### src/rtl/maluma_dispatch.sv
// In-order command dispatcher for the mALUma FP ALU: buffers requests, issues
// one at a time, returns results on a ready/valid port and keeps sticky flags.
module maluma_dispatch #(
    parameter int unsigned DEPTH = 4
) (
    input  logic                         clk,
    input  logic                         rst,
    input  logic                         cmd_valid,
    output logic                         cmd_ready,
    input  logic [31:0]                  cmd_a,
    input  logic [31:0]                  cmd_b,
    input  logic [2:0]                   cmd_op,
    input  logic                         cmd_mode,
    input  logic                         cmd_round,
    output logic                         alu_start,
    output logic [31:0]                  alu_op_a,
    output logic [31:0]                  alu_op_b,
    output logic [2:0]                   alu_op_code,
    output logic                         alu_mode_fp,
    output logic                         alu_round_mode,
    input  logic                         alu_valid_out,
    input  logic [31:0]                  alu_result,
    input  logic [4:0]                   alu_flags,
    output logic                         rsp_valid,
    input  logic                         rsp_ready,
    output logic [31:0]                  rsp_result,
    output logic [4:0]                   rsp_flags,
    output logic [4:0]                   sticky_flags,
    input  logic                         clr_flags,
    output logic                         busy,
    output logic [$clog2(DEPTH):0]       fifo_count
);

    localparam int unsigned AW = $clog2(DEPTH);
    localparam int unsigned CW = AW + 1;
    localparam logic [31:0] QNAN_SP = 32'h7FC0_0000;
    localparam logic [31:0] QNAN_HP = 32'h0000_7E00;
    localparam logic [4:0]  FLAG_INVALID = 5'b01000;

    typedef struct packed {
        logic [31:0] a;
        logic [31:0] b;
        logic [2:0]  op;
        logic        mode;
        logic        rnd;
    } cmd_t;

    typedef enum logic [1:0] {IDLE, ISSUE, WAIT, HOLD} state_t;

    state_t          state;
    cmd_t            mem [DEPTH];
    cmd_t            head;
    logic [AW-1:0]   wr_ptr;
    logic [AW-1:0]   rd_ptr;
    logic [CW-1:0]   count;
    logic            push_c;
    logic            pop_c;
    logic            cap_en_c;
    logic [4:0]      cap_flags_c;

    assign cmd_ready  = (count != CW'(DEPTH));
    assign push_c     = cmd_valid && cmd_ready;
    assign pop_c      = (state == IDLE) && (count != '0);
    assign head       = mem[rd_ptr];
    assign fifo_count = count;
    assign busy       = (state != IDLE) || (count != '0);

    // Command storage; contents are meaningless outside the valid window.
    always_ff @(posedge clk) begin
        if (push_c) begin
            mem[wr_ptr] <= {cmd_a, cmd_b, cmd_op, cmd_mode, cmd_round};
        end
    end

    always_ff @(posedge clk or posedge rst) begin
        if (rst) begin
            wr_ptr <= '0;
            rd_ptr <= '0;
            count  <= '0;
        end else begin
            if (push_c) wr_ptr <= wr_ptr + AW'(1);
            if (pop_c)  rd_ptr <= rd_ptr + AW'(1);
            if (push_c && !pop_c)      count <= count + CW'(1);
            else if (!push_c && pop_c) count <= count - CW'(1);
        end
    end

    // Flags landing in the response register this cycle (local invalid or ALU capture).
    always_comb begin
        cap_en_c    = 1'b0;
        cap_flags_c = '0;
        if (pop_c && head.op[2]) begin
            cap_en_c    = 1'b1;
            cap_flags_c = FLAG_INVALID;
        end else if ((state == WAIT) && alu_valid_out) begin
            cap_en_c    = 1'b1;
            cap_flags_c = alu_flags;
        end
    end

    always_ff @(posedge clk or posedge rst) begin
        if (rst) begin
            state          <= IDLE;
            alu_start      <= 1'b0;
            alu_op_a       <= '0;
            alu_op_b       <= '0;
            alu_op_code    <= '0;
            alu_mode_fp    <= 1'b0;
            alu_round_mode <= 1'b0;
            rsp_valid      <= 1'b0;
            rsp_result     <= '0;
            rsp_flags      <= '0;
            sticky_flags   <= '0;
        end else begin
            alu_start <= 1'b0;
            case (state)
                IDLE: begin
                    if (pop_c) begin
                        alu_op_a       <= head.mode ? head.a : {16'h0, head.a[15:0]};
                        alu_op_b       <= head.mode ? head.b : {16'h0, head.b[15:0]};
                        alu_op_code    <= head.op;
                        alu_mode_fp    <= head.mode;
                        alu_round_mode <= head.rnd;
                        if (head.op[2]) begin
                            rsp_result <= head.mode ? QNAN_SP : QNAN_HP;
                            rsp_flags  <= FLAG_INVALID;
                            rsp_valid  <= 1'b1;
                            state      <= HOLD;
                        end else begin
                            alu_start <= 1'b1;
                            state     <= ISSUE;
                        end
                    end
                end
                ISSUE: state <= WAIT;
                WAIT: begin
                    if (alu_valid_out) begin
                        rsp_result <= alu_mode_fp ? alu_result : {16'h0, alu_result[15:0]};
                        rsp_flags  <= alu_flags;
                        rsp_valid  <= 1'b1;
                        state      <= HOLD;
                    end
                end
                HOLD: begin
                    if (rsp_ready) begin
                        rsp_valid <= 1'b0;
                        state     <= IDLE;
                    end
                end
                default: state <= IDLE;
            endcase

            // A clear coinciding with a capture keeps only the new flags.
            if (clr_flags) sticky_flags <= cap_en_c ? cap_flags_c : 5'b0;
            else if (cap_en_c) sticky_flags <= sticky_flags | cap_flags_c;
        end
    end

endmodule

### config.mk
export PLATFORM = sky130hd
export DESIGN_NAME = maluma_dispatch
export DESIGN_NICKNAME = d
export VERILOG_FILES = /design/src/rtl/maluma_dispatch.sv
export SDC_FILE = /design/constraint.sdc
export NUM_CORES = 1
export LEC_CHECK = 0
export CAP_MARGIN = 10
export CORE_MARGIN = 4
export CORE_UTILIZATION = 49
export DETAILED_ROUTE_END_ITERATION = 10
export GPL_TIMING_DRIVEN = 0
export PLACE_DENSITY = 0.76
export SYNTH_ARGS = -nofsm -noshare
export SYNTH_HDL_FRONTEND = slang
export SYNTH_SLANG_ARGS = --single-unit
export TNS_END_PERCENT = 30
### constraint.sdc
create_clock -name clk -period 5.06 [get_ports clk]
set_clock_uncertainty 0.15 [all_clocks]
set_input_delay 1.518 -clock clk [delete_from_list [all_inputs] [get_ports clk]]
set_output_delay 1.518 -clock clk [all_outputs]
set_load 0.02 [all_outputs]
* Yosys cells after proc, flatten, opt, wreduce, memory -nomap -nowiden *
Memories as Yosys holds them, arrays and structs flattened.
Index checks and enable logic that the tools add are counted.

cells by class
  bitwise operators = 1
  reduce and logical (&&, ||, !) cells = 20
  equal/unequal tests = 8
  add/sub/neg operators = 4
  muxes and demuxes = 36

operator list
  operator                                          number
  2-to-1 mux 32 bit                                 6
  case mux 32 bit (2 select lines)                  1
  2-to-1 mux 5 bit                                  8
  2-to-1 mux 31 bit                                 1
  2-to-1 mux 1 bit                                  11
  case mux 5 bit (2 select lines)                   1
  2-to-1 mux 2 bit                                  4
  inequality test 2 bit, second input constant      4
  case mux 2 bit (4 select lines)                   1
  nonzero test 2 bit                                4
  logical AND 1 bit                                 6
  2-to-1 mux 3 bit                                  2
  nonzero test 3 bit                                2
  bitwise OR 5 bit                                  1
  AND reduction 5 bit                               1
  adder 2 x 1 -> 2 bit, second input constant       2
  == test 2 bit, second input constant              2
  AND reduction 4 bit                               1
  adder 3 x 1 -> 3 bit, second input constant       1
  inequality test 3 bit, second input constant      1
  case mux 1 bit (3 select lines)                   1
  AND reduction 3 bit                               1
  subtractor 3 x 1 -> 3 bit, second input constant  1
  == test 2 x 1 -> 1 bit, second input constant     1
  other kinds (4)                                   5

word-level totals
  register bits after elaboration = 122
  logic and storage cells = 84
  memories kept = 1
  RAM bits = 276
  input port bits = 112

memory list
  memory  words  width  read ports  clocked after memory_dff  wr ports  line  RTL
  mem     4      69     1           0                         1         51    cmd_t mem [DEPTH];

* Longest topological paths before layout *
Gate-level depths: netlist of the first run.

  depth after elaboration = 7
  gate-level depth with buffers = 12
  gate-level depth less buffers = 9

* Worst setup path before layout of the first run *
Ideal clock, no wire load.

  kind = input port to flip-flop
  start point = input port cmd_valid
  end point = memory mem[1][0] (netlist name) (enable)
  library setup time = 435 ps
  arrival = 3185 ps
  stages = 1
  slack = 1290 ps
  cells stage by stage = and3_1

between the ends
  longest elaborated chain between the ends = 3

ends and longest elaborated chain
  what                                    line  RTL
  start, declared                         8     input logic cmd_valid,
  logical AND 1 bit                       62    assign push_c = cmd_valid && cmd_ready;
  2-to-1 mux 1 bit                        70    if (push_c) begin
  2-to-1 mux 1 bit (implied by the code)  71    mem[wr_ptr] <= {cmd_a, cmd_b, cmd_op, cmd_mode, cmd_round};
  end, declared                           51

Every way passes these cells.

* Final worst setup path of the first run *
  start point = register state[0]
  end point = output port busy

between the ends
  longest elaborated chain between the ends = 2

ends and longest elaborated chain
  what                    line  RTL
  start, declared         50    state_t state;
  start signal, assigned  103   state <= IDLE;
  start signal, assigned  128   state <= HOLD;
  start signal, assigned  131   state <= ISSUE;
  nonzero test 2 bit      66    assign busy = (state != IDLE) || (count != '0);
  logical OR 1 bit        66
  end, declared           30    output logic busy,

Every way passes these cells.

==> summary.txt, run 1 <==
Global routing
  – Initial antenna violation count: 2
  – Global-route wire length before repair: 51500 µm
  – Vias in the first global route: 8864
  – Gr ovfl total: 0
  – Largest net degree at the start of global routing: 85
  – GRT Util Overall: 0.199

Power
  – Cell Pwr Density: 627 mW/mm²
  – Internal: 8200 µW
  – Comb power frac: 0.371
  – Max VDD drop: 0.331 mV
  – Static leakage: 0.00694 µW
  – Sequential power share: 0.397
  – Pwr Total: 12100 µW
  – Clock power frac: 0.232
  – Switching Fraction: 0.323
  – P_sw: 3920 µW

Floorplan
  – Rows: 64
  – Initial Util: 0.495
  – Ports: 230
  – Core area: 0.0305 mm²
  – Die area: 0.0337 mm²
  – Die width: 184 µm
  – Die height: 184 µm

Clocking
  – TritonCTS clock tree: yes
  – Post-CTS sizing: 0
  – Clock root buffer: clkbuf_16
  – CTS Hold Bufs: 0
  – Setup bufs post-CTS: 0
  – TritonCTS Buffers: 41
  – Number of levels in the clock H-tree: 2
  – CTS clk-pin slew, worst paths: 0.06 ns
  – CTS sink count: 398
  – Max clock buf depth: 3
  – Worst-skew pair later-pin latency: 0.52 ns

Critical path
  – Crit-path leading delay family: buffers and inverters
  – Critical Path Fanout Max: 10
  – Worst Path Class, Setup: reg -> out
  – R2R Path Start: state[0]$_DFFE_PP0P_
  – Crit. End Element: output port
  – Critical Path RT: 3.39 ns
  – Crit path largest cell delay: 0.62 ns
  – Crit path launch: state[0]$_DFFE_PP0P_
  – Buf/Inv on CP: 3
  – Crit path DAT: 2.07 ns
  – Cell Chain, Critical Path: inv_1, ha_1, buf_2, nand2_1, clkdlybuf4s50_1
  – Master of the slowest instance on the critical path: clkdlybuf4s50_1
  – Startpoint types: register

Final layout
  – Area of the multi-input gates: 0.00353 mm²
  – Layout area overhead: 28.0%
  – Fillers: 2180
  – Share of post-route cells with drive strength above 1: 0.173
  – Antenna diode count: 0
  – Register area: 0.0113 mm²
  – Final net count: 1214

Synthesis
  – Cell taking the most area after synthesis: edfxtp_1
  – #FFs+latches synth: 398
  – Avg Cell Area, Syn: 18.5 µm²
  – Post-synth EDFFs: 276
  – Post-synth net total: 937
  – Seq/Total Area, Yosys: 0.751
  – Top cells by area, synth: edfxtp_1, dfrtp_1, mux4_2
  – Synth async-reset ratio: 0.307
  – Yosys warning count: 0
  – Yosys cell types: 41
  – Mapped Cells: 815
  – Count leader, synth: edfxtp_1
  – Synth Cell Area: 0.0151 mm²
  – Synth top area share: 0.549
  – Synth top cells by count: edfxtp_1, dfrtp_1, mux4_2
  – Post-synth top flop: edfxtp_1

Timing
  – RSZ-0062 raised after global routing: no
  – Tcrit/Tclk final: 0.739
  – Final worst slack: 1.32 ns
  – Setup TNS: 0 ns
  – Fin. Hold Viols: 0
  – Final setup viols: 0
  – Worst-margin pin slew: 0.845 ns
  – FMAX: 267 MHz
  – Max-slew violations: 0
  – Crit path time final: 3.74 ns
  – Hold WS: 0.332 ns
  – Max-slew headroom: 0.436

Routing
  – Initial DRC count: 419
  – Vias: 8224
  – WL final: 33300 µm
  – Avg WL per Cell: 21.9 µm
  – Remaining DRCs: 0
  – Pre-antenna DRT Iters: 4
  – Vias per inst: 5.41
  – Antenna-violating nets left: 0

Hold path
  – Hold Crit Start: alu_op_b[24]$_DFFE_PP0P_
  – Worst min path class: reg -> reg

Place
  – Port Buffer Count: 228
  – Dpl ws: 1.40 ns
  – GP Congestion: 0.790
  – DP HPWL: 21500 µm

Job
  – Max-cap violations: 0

Run status
  – Status: complete, no violations
## final cells by class
cell class	instances	area share
Buffer	45	0.0109
Timing Repair Buffer	234	0.125
Multi-Input combinational cell	361	0.183
Sequential cell	398	0.587
Clock inverter	15	0.00408
Inverter	11	0.00239
Tap cell	396	0.0256
Clock buffer	60	0.0621
## state kept, by name, indices dropped and copies added (netlist names)
name and count:
mem 276, alu_op_a 32, alu_op_b 32, rsp_result 32
rsp_flags 5, sticky_flags 5, alu_op_code 3, fifo_count 3
rd_ptr 2, state 2, wr_ptr 2, alu_mode_fp 1
alu_round_mode 1, alu_start 1, rsp_valid 1
## kinds of logic after synthesis
group / after synthesis / share of synthesized area
flops: 398 / 0.751
buf+inv: 56 / 0.0167
compound gates: 99 / 0.0442
xor+xnor: 6 / 0.00348
fa+ha+maj: 10 / 0.00878
mux: 110 / 0.132
simple gates: 136 / 0.0437
## power groups by stage
stage / sequential (µW) / clock [µW] / combinational [µW]
2_1_floorplan: 5300 / 0 / 2260
3_3_place_gp: 4900 / 0 / 4400
3_5_place_dp: 4870 / 0 / 4560
4_1_cts: 4820 / 2890 / 4590
5_1_grt: 4900 / 3040 / 4870
6_report: 4810 / 2820 / 4490
## path summary, 6_finish.rpt
kind,slack (ns),end,depth (start not counted)
worst max-delay path,1.32,busy,5
worst min-delay path,0.33,alu_op_b[24]$_DFFE_PP0P_,2
worst max register to register,1.51,fifo_count[2]$_DFFE_PP0P_,13
worst min register to register,0.33,alu_op_b[24]$_DFFE_PP0P_,2
max in group asynchronous,2.71,alu_op_b[4]$_DFFE_PP0P_,3
min in group asynchronous,1.25,rsp_result[3]$_DFFE_PP0P_,2
## stage by stage
stage | instances | util | cell area (µm²)
detailed placement | 1445 | 0.592 | 18100
global placement | 1439 | 0.586 | 17900
floorplan | 815 | - | 15100
CTS | 1520 | 0.634 | 19300
finish | 1520 | 0.634 | 19300
global route | 1520 | 0.634 | 19300
## per-layer routing
layer  part of all wire  wire length, µm  GRT usage  up-vias
li1                   -                -          -     3704
met1               0.40            13200      0.257     4192
met2               0.50            16700      0.339      276
met3              0.085             2810     0.0572       48
met4              0.017              549     0.0417        4
met5            0.00078               26          0        -
## worst reg2reg max path, cell delays in order, from the launching register on
cell	delay (ns)
dfrtp_1	0.41
inv_1	0.09
ha_1	0.19
buf_2	0.18
o31ai_1	0.16
buf_2	0.30
buf_2	0.36
buf_1	0.50
ha_1	0.29
inv_1	0.06
fa_1	0.37
xor2_1	0.17
nor2_1	0.12
xor2_1	0.15
## cell usage in the layout (no fill, tap or decap), drive strengths merged, types with 2 or more instances in the layout
cell type        n
dfrtp          122
nand2           62
o21ai           55
mux4            68
o2bb2ai         11
mux2            38
nor2             7
inv             12
a22o             4
o211a            9
clkbuf          85
clkdlybuf4s50  228
xor2             2
nand2b          33
nand3           14
and3             4
nor2b           10
o31ai            7
clkinv          14
a21oi            3
mux2i            4
ha               9
buf             26
xnor2            4
a32o             4
edfxtp         276
and2             3
No activity file was read; power rests on OpenSTA's default activity.
==> run 2: changes to the inputs <==
==> constraint.sdc (replaced) <==
create_clock -name clk -period 3.3 [get_ports clk]
set_clock_uncertainty 0.15 [all_clocks]
set_input_delay 0.99 -clock clk [delete_from_list [all_inputs] [get_ports clk]]
set_output_delay 0.99 -clock clk [all_outputs]
set_load 0.02 [all_outputs]
==> run 2 against run 1 <==
Worst hold slack worse by 0.0059 ns. Wire length shrank 0.45%. Die area unchanged. Critical path depth decreased by 2. Design area up 0.23%. Register-to-register slack got worse by 1.2 ns. Final cell count increased by 0.26%. Clock power increased by 53%. Sequential power is 53% higher. Power is 53% higher. Global-route usage down 0.23 points. Critical endpoint is now cmd_ready. Largest cell class unchanged.
==> summary.txt, run 2 (same netlist as run 1, synthesis figures left out) <==
Power
  – Cell Pwr Density: 958 mW/mm² (was 627 mW/mm²)
  – Static leakage: 0.00694 µW (about the same)
  – Max VDD drop: 0.611 mV (was 0.331 mV)

Timing
  – Final setup viols: 0 (unchanged)
  – Fin. Hold Viols: 0 (unchanged)
  – Hold WS: 0.326 ns (was 0.332 ns)
  – RSZ-0062 raised after global routing: no (unchanged)
  – FMAX: 318 MHz
  – Tcrit/Tclk final: 0.952
  – Final worst slack: 0.158 ns (was 1.32 ns)
  – Worst-margin pin slew: 0.862 ns (was 0.845 ns)
  – Max-slew headroom: 0.425 (was 0.436)
  – Crit path time final: 3.14 ns
  – Max-slew violations: 0 (unchanged)

Global routing
  – Vias in the first global route: 8955 (was 8864)
  – Largest net degree at the start of global routing: 41 (was 85)
  – GRT Util Overall: 0.196 (was 0.199)
  – Initial antenna violation count: 0 (was 2)
  – Global-route wire length before repair: 51200 µm (was 51500 µm)
  – Gr ovfl total: 0 (unchanged)

Clocking
  – Clock root buffer: clkbuf_16 (unchanged)
  – Setup bufs post-CTS: 0 (unchanged)
  – Worst-skew pair later-pin latency: 0.53 ns (was 0.52 ns)
  – CTS sink count: 398 (unchanged)
  – CTS clk-pin slew, worst paths: 0.06 ns (about the same)
  – Max clock buf depth: 3 (unchanged)
  – Number of levels in the clock H-tree: 2 (unchanged)
  – TritonCTS Buffers: 42 (was 41)
  – TritonCTS clock tree: yes (unchanged)

Critical path
  – Crit-path leading delay family: buffers and inverters (unchanged)
  – Crit path largest cell delay: 0.67 ns (was 0.62 ns)
  – Master of the slowest instance on the critical path: clkdlybuf4s50_1 (unchanged)
  – Crit. End Element: output port (unchanged)
  – Worst Path Class, Setup: reg -> out (unchanged)
  – Crit path DAT: 2.00 ns (was 2.07 ns)
  – Cell Chain, Critical Path: nor2_1, nand2_1, clkdlybuf4s50_1 (was inv_1, ha_1, buf_2, nand2_1, clkdlybuf4s50_1)
  – Critical Path RT: 2.16 ns (was 3.39 ns)
  – Startpoint types: register (unchanged)
  – Critical Path Fanout Max: 8 (was 10)
  – Buf/Inv on CP: 1 (was 3)

Floorplan
  – Core area: 0.0305 mm² (unchanged)
  – Ports: 230 (unchanged)
  – Die area: 0.0337 mm² (unchanged)
  – Die width: 184 µm (unchanged)
  – Initial Util: 0.495 (unchanged)
  – Rows: 64 (unchanged)
  – Die height: 184 µm (unchanged)

Final layout
  – Final net count: 1216 (was 1214)
  – Most frequent cells in the layout: edfxtp_1, clkdlybuf4s50_1, dfrtp_1 (unchanged)
  – Final core utilization: 0.635 (was 0.634)
  – Commonest non-fill, non-tap cell in the layout: edfxtp_1 (unchanged)
  – Share of post-route cells with drive strength above 1: 0.172 (was 0.173)
  – Antenna diode count: 0 (unchanged)
  – Layout area overhead: 28.3% (was 28.0%)
  – Top reg by flops: mem (unchanged)
  – Max FFs per register: 276 (unchanged)

Routing
  – Uppermost layer routed: met4 (was met5)
  – Antenna-violating nets left: 0 (unchanged)
  – Pre-antenna DRT Iters: 5 (was 4)
  – DR WL met2: 16500 µm (was 16700 µm)
  – Remaining DRCs: 0 (unchanged)
  – Avg WL per Cell: 21.7 µm (was 21.9 µm)
  – Initial DRC count: 473 (was 419)
  – Vias per inst: 5.49 (was 5.41)
  – Vias: 8368 (was 8224)
  – Metal-1 WL: 13400 µm (was 13200 µm)
  – WL final: 33100 µm (was 33300 µm)
  – WL met3: 2720 µm (was 2810 µm)

Job
  – Max-cap violations: 0 (unchanged)

Run status
  – Status: complete, no violations (unchanged)

Place
  – DP HPWL: 21900 µm (was 21500 µm)
  – Dpl ws: -0.437 ns (was 1.40 ns)
  – GP Congestion: 0.800 (was 0.790)
  – Port Buffer Count: 228 (unchanged)

Hold path
  – Worst min path class: reg -> reg (unchanged)
-- run 2: cell count changes in the layout (fill, tap and decap cells not counted), sizes merged --
cell,delta
inv,+1
clkinvlp,+2
bufinv,+1
clkbuf,-1
dlymetal6s2s,+1
buf,+1
clkdlybuf4s50,-1
-- run 2: metrics by stage --
stage	power, µW	area (µm²)	std cells	TNS (ns)
floorplan	11600	15100	815	0
global placement	14300	17900	1439	-613.87
detailed placement	14500	18100	1447	-0.802
CTS	18800	19400	1524	0
global route	19600	19400	1524	0
finish	18600	19400	1524	0
-- run 2: repair_timing --
| action | 4_1_cts | 5_1_grt |
|---|---|---|
| pin swaps | 0 | 0 |
| hold endpoints to repair | 0 | 0 |
| hold buffers | 0 | 0 |
| setup endpoints to repair | 2 | 1 |
| resized for setup | 1 | 1 |
-- run 2: final cells by class --
cell class | instances | area (µm²)
buffer | 44 | 208
clock buffer | 59 | 1130
clock inverter | 19 | 139
fill | 2166 | 11100
inverter | 11 | 45.0
multi-input combinational | 361 | 3550
sequential | 398 | 11300
tap | 396 | 495
timing repair buffer | 236 | 2470
-- run 2: final timing paths --
| path | start | slack [ns] | cells past startpoint | to |
|---|---|---|---|---|
| setup / recovery | fifo_count[0]$_DFFE_PP0P_ | 0.16 | 3 | cmd_ready |
| hold / removal | alu_op_code[2]$_DFFE_PP0P_ | 0.33 | 1 | alu_op_code[2]$_DFFE_PP0P_ |
| setup reg to reg | fifo_count[0]$_DFFE_PP0P_ | 0.30 | 8 | fifo_count[2]$_DFFE_PP0P_ |
| hold reg to reg | alu_op_code[2]$_DFFE_PP0P_ | 0.33 | 1 | alu_op_code[2]$_DFFE_PP0P_ |
| max in group asynchronous | rst | 1.74 | 4 | alu_op_a[15]$_DFFE_PP0P_ |
| min in group asynchronous | rst | 0.58 | 2 | rsp_result[4]$_DFFE_PP0P_ |
-- run 2: routing by layer --
layer  vias up  track usage
met3        43       0.0540
met4         0       0.0438
met1      4320        0.254
met5         -            0
met2       291        0.336
li1       3714            -
-- run 2: where the power goes --
part / internal, µW / switching, µW / total (µW)
clock network: 2490 / 1830 / 4320
logic: 3240 / 3630 / 6860
registers: 6810 / 569 / 7380
total: 12500 / 6020 / 18600
